===== src/rtl/output_drain_fifo_pkg.sv =====
// Shared constants for the output drain FIFO: default geometry and FSM state encodings.
package output_drain_fifo_pkg;

  localparam int FIFO_WIDTH = 16;
  localparam int FIFO_DEPTH = 8;

  typedef enum logic [1:0] {
    RUN   = 2'b00,
    DRAIN = 2'b01,
    DONE  = 2'b10
  } drainStateT;

endpackage


===== src/rtl/output_drain_fifo_fifo_ram.sv =====
// DEPTH x WIDTH register array: synchronous write port, asynchronous read port.
module fifo_ram
  import output_drain_fifo_pkg::*;
#(
  parameter int WIDTH = FIFO_WIDTH,
  parameter int DEPTH = FIFO_DEPTH,
  parameter int AW    = $clog2(DEPTH)
) (
  input  logic             clock,
  input  logic             wrEn,
  input  logic [AW-1:0]    wrAddr,
  input  logic [WIDTH-1:0] wrData,
  input  logic [AW-1:0]    rdAddr,
  output logic [WIDTH-1:0] rdData
);

  logic [WIDTH-1:0] mem [DEPTH];

  always_ff @(posedge clock) begin
    if (wrEn) mem[wrAddr] <= wrData;
  end

  assign rdData = mem[rdAddr];

endmodule


===== src/rtl/output_drain_fifo.sv =====
// Buffers processor OUT words for a slower ready/valid sink and raises done once
// every word captured before halt has been drained.
module output_drain_fifo
  import output_drain_fifo_pkg::*;
#(
  parameter int WIDTH = FIFO_WIDTH,
  parameter int DEPTH = FIFO_DEPTH,
  parameter int AW    = $clog2(DEPTH)
) (
  input  logic             clock,
  input  logic             reset,
  input  logic             in_valid,
  input  logic [WIDTH-1:0] in_data,
  input  logic             in_halt,
  output logic             out_valid,
  output logic [WIDTH-1:0] out_data,
  input  logic             out_ready,
  output logic             full,
  output logic             empty,
  output logic [AW:0]      count,
  output logic             overflow,
  output logic             done
);

  localparam logic [AW:0] FULL_COUNT = (AW+1)'(DEPTH);

  logic [AW-1:0] rdPtr;
  logic [AW-1:0] wrPtr;
  drainStateT    state;
  logic          pop;
  logic          push;
  logic          accept;

  assign out_valid = (count != '0);
  assign empty     = (count == '0);
  assign full      = (count == FULL_COUNT);
  assign accept    = (state == RUN);
  assign pop       = out_valid & out_ready;
  // A full FIFO still takes a word when the head leaves in the same cycle.
  assign push      = in_valid & accept & (!full | pop);

  fifo_ram #(
    .WIDTH(WIDTH),
    .DEPTH(DEPTH),
    .AW   (AW)
  ) ram (
    .clock (clock),
    .wrEn  (push),
    .wrAddr(wrPtr),
    .wrData(in_data),
    .rdAddr(rdPtr),
    .rdData(out_data)
  );

  always_ff @(posedge clock) begin
    if (reset) begin
      rdPtr    <= '0;
      wrPtr    <= '0;
      count    <= '0;
      state    <= RUN;
      overflow <= 1'b0;
      done     <= 1'b0;
    end else begin
      if (push) wrPtr <= wrPtr + 1'b1;
      if (pop)  rdPtr <= rdPtr + 1'b1;

      case ({push, pop})
        2'b10:   count <= count + 1'b1;
        2'b01:   count <= count - 1'b1;
        default: ;
      endcase

      // Words ignored after halt are not losses; only refused RUN-state words are.
      if (in_valid & accept & full & !pop) overflow <= 1'b1;

      case (state)
        RUN: begin
          if (in_halt) state <= DRAIN;
        end
        DRAIN: begin
          if ((count == '0) || ((count == {{AW{1'b0}}, 1'b1}) && pop)) begin
            state <= DONE;
            done  <= 1'b1;
          end
        end
        DONE: begin
          done <= 1'b1;
        end
        default: state <= RUN;
      endcase
    end
  end

endmodule

===== config.mk =====
export PLATFORM = sky130hd
export DESIGN_NAME = output_drain_fifo
export DESIGN_NICKNAME = d
export VERILOG_FILES = /design/src/rtl/output_drain_fifo_pkg.sv /design/src/rtl/output_drain_fifo_fifo_ram.sv /design/src/rtl/output_drain_fifo.sv
export SDC_FILE = /design/constraint.sdc
export NUM_CORES = 1
export LEC_CHECK = 0
export CAP_MARGIN = 5
export CORE_MARGIN = 8
export CORE_UTILIZATION = 56
export CTS_CLUSTER_DIAMETER = 200
export DETAILED_ROUTE_END_ITERATION = 8
export PLACE_DENSITY_LB_ADDON = 0.15
export SYNTH_ARGS = -nofsm -noshare
export SYNTH_HDL_FRONTEND = slang
export SYNTH_SLANG_ARGS = --single-unit

===== constraint.sdc =====
create_clock -name clock -period 5.3 [get_ports clock]
set_input_delay 0.53 -clock clock [delete_from_list [all_inputs] [get_ports clock]]
set_output_delay 0.53 -clock clock [all_outputs]
set_load 0.03 [all_outputs]

Yosys cells after proc, flatten, opt, wreduce, memory -nomap -nowiden
Memory sizes are Yosys's and may differ from the RTL's. A register that Yosys moved wholly into a read port is not among the register bits.
Cells that the tools add are included.
{ "op_classes": {"addsub": 4, "multipliers": 0, "div": 0, "magnitude_cmp": 0, "eq_ne": 8, "shift": 0, "n_mux": 10, "bitwise_logic": 7, "n_reduce_logical": 11} }
{ "op_table": {"columns": ["cell", "n"], "rows": [
  ["$pmux W4 S2", 1],
  ["$add A3 B1 Y3 const B", 2],
  ["$mux W3", 2],
  ["$pmux W2 S3", 1],
  ["$and A1 B1 Y1", 5],
  ["$add A4 B1 Y4 const B", 1],
  ["$eq A2 B1 Y1 const B", 2],
  ["$eq A2 B2 Y1 const B", 2],
  ["$eq A4 B1 Y1 const B", 1],
  ["$eq A4 B4 Y1 const B", 1],
  ["$logic_not A4 Y1", 1],
  ["$mux W2", 2],
  ["$ne A2 B2 Y1 const B", 2],
  ["$reduce_bool A2 Y1", 2],
  ["$reduce_bool A4 Y1", 1],
  ["$sub A4 B1 Y4 const B", 1],
  ["$mux W1", 3],
  ["$reduce_and A3 Y1", 1],
  ["$logic_not A1 Y1", 2],
  ["$logic_not A2 Y1", 1],
  ["$pmux W1 S2", 1],
  ["$reduce_and A2 Y1", 1],
  ["$logic_and A1 B1 Y1", 1],
  ["$logic_or A1 B1 Y1", 1],
  ["other kinds (2)", 2]
]} }
{ "totals": {"reg_bits": 14, "latch_bits": 0, "mem_bits_rw": 128, "romBits": 0, "inputBits": 21, "output_inout_bits": 25, "elab_cells": 47, "mem_count": 1} }
{ "mem_list": {"columns": ["memory", "depth", "word_bits", "rd", "rd_ports_with_merged_regs", "wr", "line_no", "rtl"], "rows": [
  ["ram.mem", 8, 16, 1, 1, 1, "output_drain_fifo_fifo_ram.sv:17", "logic [WIDTH-1:0] mem [DEPTH];"]
]} }

Depth between registers and ports, before layout
{ "logic_depth": {"word_depth": 6, "depth_mapped": 9, "ltp_nobuf": 7} }

Cells and area by module
Synthesis repeated with hierarchy kept, for this count alone.
{ "unflattened": {"hier_cells": 297, "hier_area_um2": 5866.9} }
{ "by_module_without_submodules": {"columns": ["module", "n_inst", "cells_per_inst", "area_per_inst_um2", "seq_area_each_um2"], "rows": [
  ["fifo_ram", 1, 198, 4973.5, 3843.7],
  ["output_drain_fifo", 1, 99, 893.4, 280.3]
]} }

Least setup slack after synthesis
Ideal clock, no wire load.
{ "synth_path": {"path_type": "flip-flop to flip-flop", "startpoint": "register count[1]", "endpoint": "memory ram.mem[0][0] (netlist name), enable pin", "arrival_time_ns": 2.876, "path_slack_ns": 1.994, "path_stages_with_launch": 7, "path_buffers": 1, "period_less_slack_ns": 3.306, "cell_sequence": "dfxtp_1 -> inv_1 -> ha_1 -> buf_4 -> nand4bb_1 -> nand2_1 -> nor4_1"} }
{ "synth_between": {"elab_chain_cells": 6, "word_cells_on_any_way": 8, "classes_between": "eq/ne (1); mux (2); bitwise (3); reduce/logical (2)"} }
{ "synth_lines": {"columns": ["item", "line_no", "rtl"], "rows": [
  ["start: declaration", "output_drain_fifo.sv:20", "output logic [AW:0] count,"],
  ["start signal: assignment", "output_drain_fifo.sv:68", "2'b10: count <= count + 1'b1;"],
  ["start signal: assignment", "output_drain_fifo.sv:69", "2'b01: count <= count - 1'b1;"],
  ["$eq A4 B4 Y1 or $reduce_bool A4 Y1 (tied branches)", "output_drain_fifo.sv:36, output_drain_fifo.sv:34", null],
  ["$logic_not A1 Y1 or $and A1 B1 Y1 (tied branches)", "output_drain_fifo.sv:40, output_drain_fifo.sv:38", null],
  ["$or A1 B1 Y1 *", "output_drain_fifo.sv:40", "assign push = in_valid & accept & (!full | pop);"],
  ["$and A1 B1 Y1 *", "output_drain_fifo.sv:40", null],
  ["$mux W1 *", "output_drain_fifo_fifo_ram.sv:20", "if (wrEn) mem[wrAddr] <= wrData;"],
  ["$mux W1 (implied by the code) *", "output_drain_fifo_fifo_ram.sv:20", null],
  ["end: declaration", "output_drain_fifo_fifo_ram.sv:17", null]
]} }
Every way passes the cells marked *; elsewhere a longest branch is shown, timed or not.

==> qor.yml <==
layout:
  fin_nets: 375
  design_area_um2: 6990
  seqCellArea_um2: 4190
  num-fill-cells: 635
  drive_above_1_share_pct: 28.2
  fin_cells: 495
  areaGrowthSynthToFinish_pct: 23.0
  multi_input_area_um2: 1440
  diodes: 0
grt:
  antenna_found_initial: 0
  grt.busiest_layer: "met2"
  grt_usage_pct: 17.3
  use_met3_pct: 5.64
  grt_pass1_vias: 3033
  overflow: 0
  use_met2_pct: 27.3
  grt_pass1_wl_um: 16800
  grt_max_degree: 33
  grtUsageMet1_pct: 21.8
logic_synthesis:
  synth_most_common_cell: "edfxtp_1"
  synth-edff-count: 128
  synth_fp_nets: 314
  ys_ff_latch: 145
  yosysSeqAreaShare_pct: 73.6
  synthCells: 288
  synth_top_family_by_area: "multiplexers"
  synthAdderAreaFrac_pct: 1.10
  synth_compound_area_share_pct: 1.94
  synth_mux_area_share_pct: 16.3
  synthDistinctLibCells: 40
  synth_common_cells: "edfxtp_1 (128), mux4_2 (32), dfxtp_1 (17), mux2_2 (16), nor2_1 (14)"
  synth_simple_gate_area_share_pct: 4.93
  synth_largest_area_cell: "edfxtp_1"
  avgSynthCellArea_um2: 19.7
  ys.flop_type: "edfxtp_1"
  ys_async_sr_fraction_pct: 0
  synth_xor_xnor_area_share_pct: 0.616
  syn_area_um2: 5680
  yosysTopAreaCellShare_pct: 67.6
  synth_area_leaders: "edfxtp_1 (68%), mux4_2 (13%), dfxtp_1 (6.0%)"
  ys_warn_count: 0
placed_design:
  place_ws_ps: 1910
  dp.final_hpwl_um: 6340
  dpl.cell_count: 463
  dpl_cell_area_um2: 6340
  gp_congestion: 0.825
  io_buffers: 45
cts:
  cts_resized: 0
  clockRootBuffer: "clkbuf_8"
  cts_tree: "yes"
  post_cts_buffers: 0
  path_clk_slew_ps: 60
  cts_buffers: 17
  ctsHoldBuffers: 0
  clk_latency_ps: 520
  htree_levels: 4
  clk_path_buf_depth: 2
  cts.sinks: 145
sta:
  hold_ws_ps: 451
  hold_viol: 0
  max_freq_mhz: 269
  setup_viol: 0
  tns_ps: 0
  finalMaxSlewViolations: 0
  skew_ps: 8.98
  period_share_pct: 70.0
  postLayoutSetupSlackWorst_ps: 1590
  worst_pin_slew_ps: 971
  slew_headroom_pct: 35.2
  fin_crit_ps: 3710
  rsz0062_at_grt: "no"
critical_path:
  crit_path_end_kind: "output pin"
  worst_ep_arrival_time_ps: 3180
  ff2ff_setup_slack_ps: 2370
  cp_max_fo: 25
  critPathKind: "reg -> out"
  required_ps: 4770
  worstSetupStartpointType: "register"
floorplanning:
  die_w_um: 117
  io_pins: 46
  coreArea_um2: 9820
  rows: 36
  die_area_um2: 13600
  initial_core_util_pct: 57.9
  die_h_um: 117
drt:
  antenna_left: 0
  vias_per_cell: 5.80
  via_count: 2873
  drt-total-wl_um: 10800
  wire_per_inst_um: 21.7
  drc: 0
  first_iter_violations: 186
  first_pass_iters: 4
pwr:
  powerDensity_nw_per_um2: 514
  seqPwrFrac_pct: 39.7
  p_clk_share_pct: 36.3
  power.internal_w: 0.00263
  ir_drop_mv: 0.408
  combPwrFrac_pct: 24.1
  netSwitchingPower_w: 0.000967
  switching_share_pct: 26.9
  p_leak_nw: 2.27
min_path:
  hold_class: "reg -> reg"
status:
  status: "finished clean"
flow_run:
  maxCapViolCount: 0
-- registers in the layout (all words and copies together), names as in the netlist, named ones only --
| signal | flops |
|---|---|
| overflow | 1 |
| wrPtr | 3 |
| state | 2 |
| count | 4 |
| done | 1 |
| rdPtr | 3 |
| ram.mem | 128 |
-- critical path, stage by stage (launching register included) --
cell and delay [ps]:
dfxtp_2 920, buf_4 350, mux4_2 520, mux2_2 280, clkdlybuf4s50_1 600
-- layout make-up --
class                      count  share of cell area (%)
clock buffer                  21                    6.28
inverter                       6                   0.322
timing repair buffer          55                    7.52
sequential                   145                    59.9
multi-input combinational    124                    20.6
tap                          133                    2.38
clock inverter                11                    3.01
-- power by group through the flow --
stage / clock network [W] / registers (W) / logic [W]
floorplan: 0 / 0.00141 / 0.000621
global placement: 0 / 0.00145 / 0.000855
detailed placement: 0 / 0.00145 / 0.000866
CTS: 0.00133 / 0.00143 / 0.000875
global route: 0.00137 / 0.00144 / 0.000917
finish: 0.00130 / 0.00143 / 0.000865
-- path summary, 6_finish.rpt --
kind,from,end,depth (start not counted)
setup / recovery,register,out_data[8],4
hold / removal,done,done,2
setup reg to reg,count[1],ram.mem[3][7],7
hold reg to reg,done,done,2
-- cell families after synthesis --
kind of cell / Yosys count
flops: 145
simple gates: 51
mux: 50
buf+inv: 19
compound gates: 14
fa+ha+maj: 5
xor+xnor: 4
-- placed cells by master (no fill, tap or decap), types with 3 or more instances in the layout --
cell | netlist | final
inv_1 | 5 | 5
ha_1 | 5 | 5
clkbuf_16 | 0 | 16
clkbuf_1 | 7 | 3
nor3_2 | 1 | 5
a211oi_1 | 3 | 3
edfxtp_1 | 128 | 128
clkdlybuf4s50_1 | 0 | 45
a21oi_1 | 6 | 6
nand2_1 | 7 | 7
buf_4 | 1 | 10
mux2_2 | 16 | 16
mux4_2 | 32 | 32
bufinv_16 | 0 | 6
xor2_1 | 3 | 3
nand3_1 | 7 | 7
dfxtp_1 | 17 | 16
nor2_1 | 14 | 14
clkinv_2 | 0 | 3
nor3_1 | 7 | 3
-- metrics by stage --
stage / util (%) / total power (W)
floorplan: - / 0.00204
global placement: 64.6 / 0.00230
detailed placement: 64.6 / 0.00232
CTS: 71.2 / 0.00363
global route: 71.2 / 0.00373
finish: 71.2 / 0.00359
-- metal layers --
layer	vias to the layer above	routed length, µm
li1	1290	-
met1	1469	4470
met2	103	5320
met3	11	819
met4	0	155
met5	-	0
Note: power is estimated with default switching activity, not from simulation.
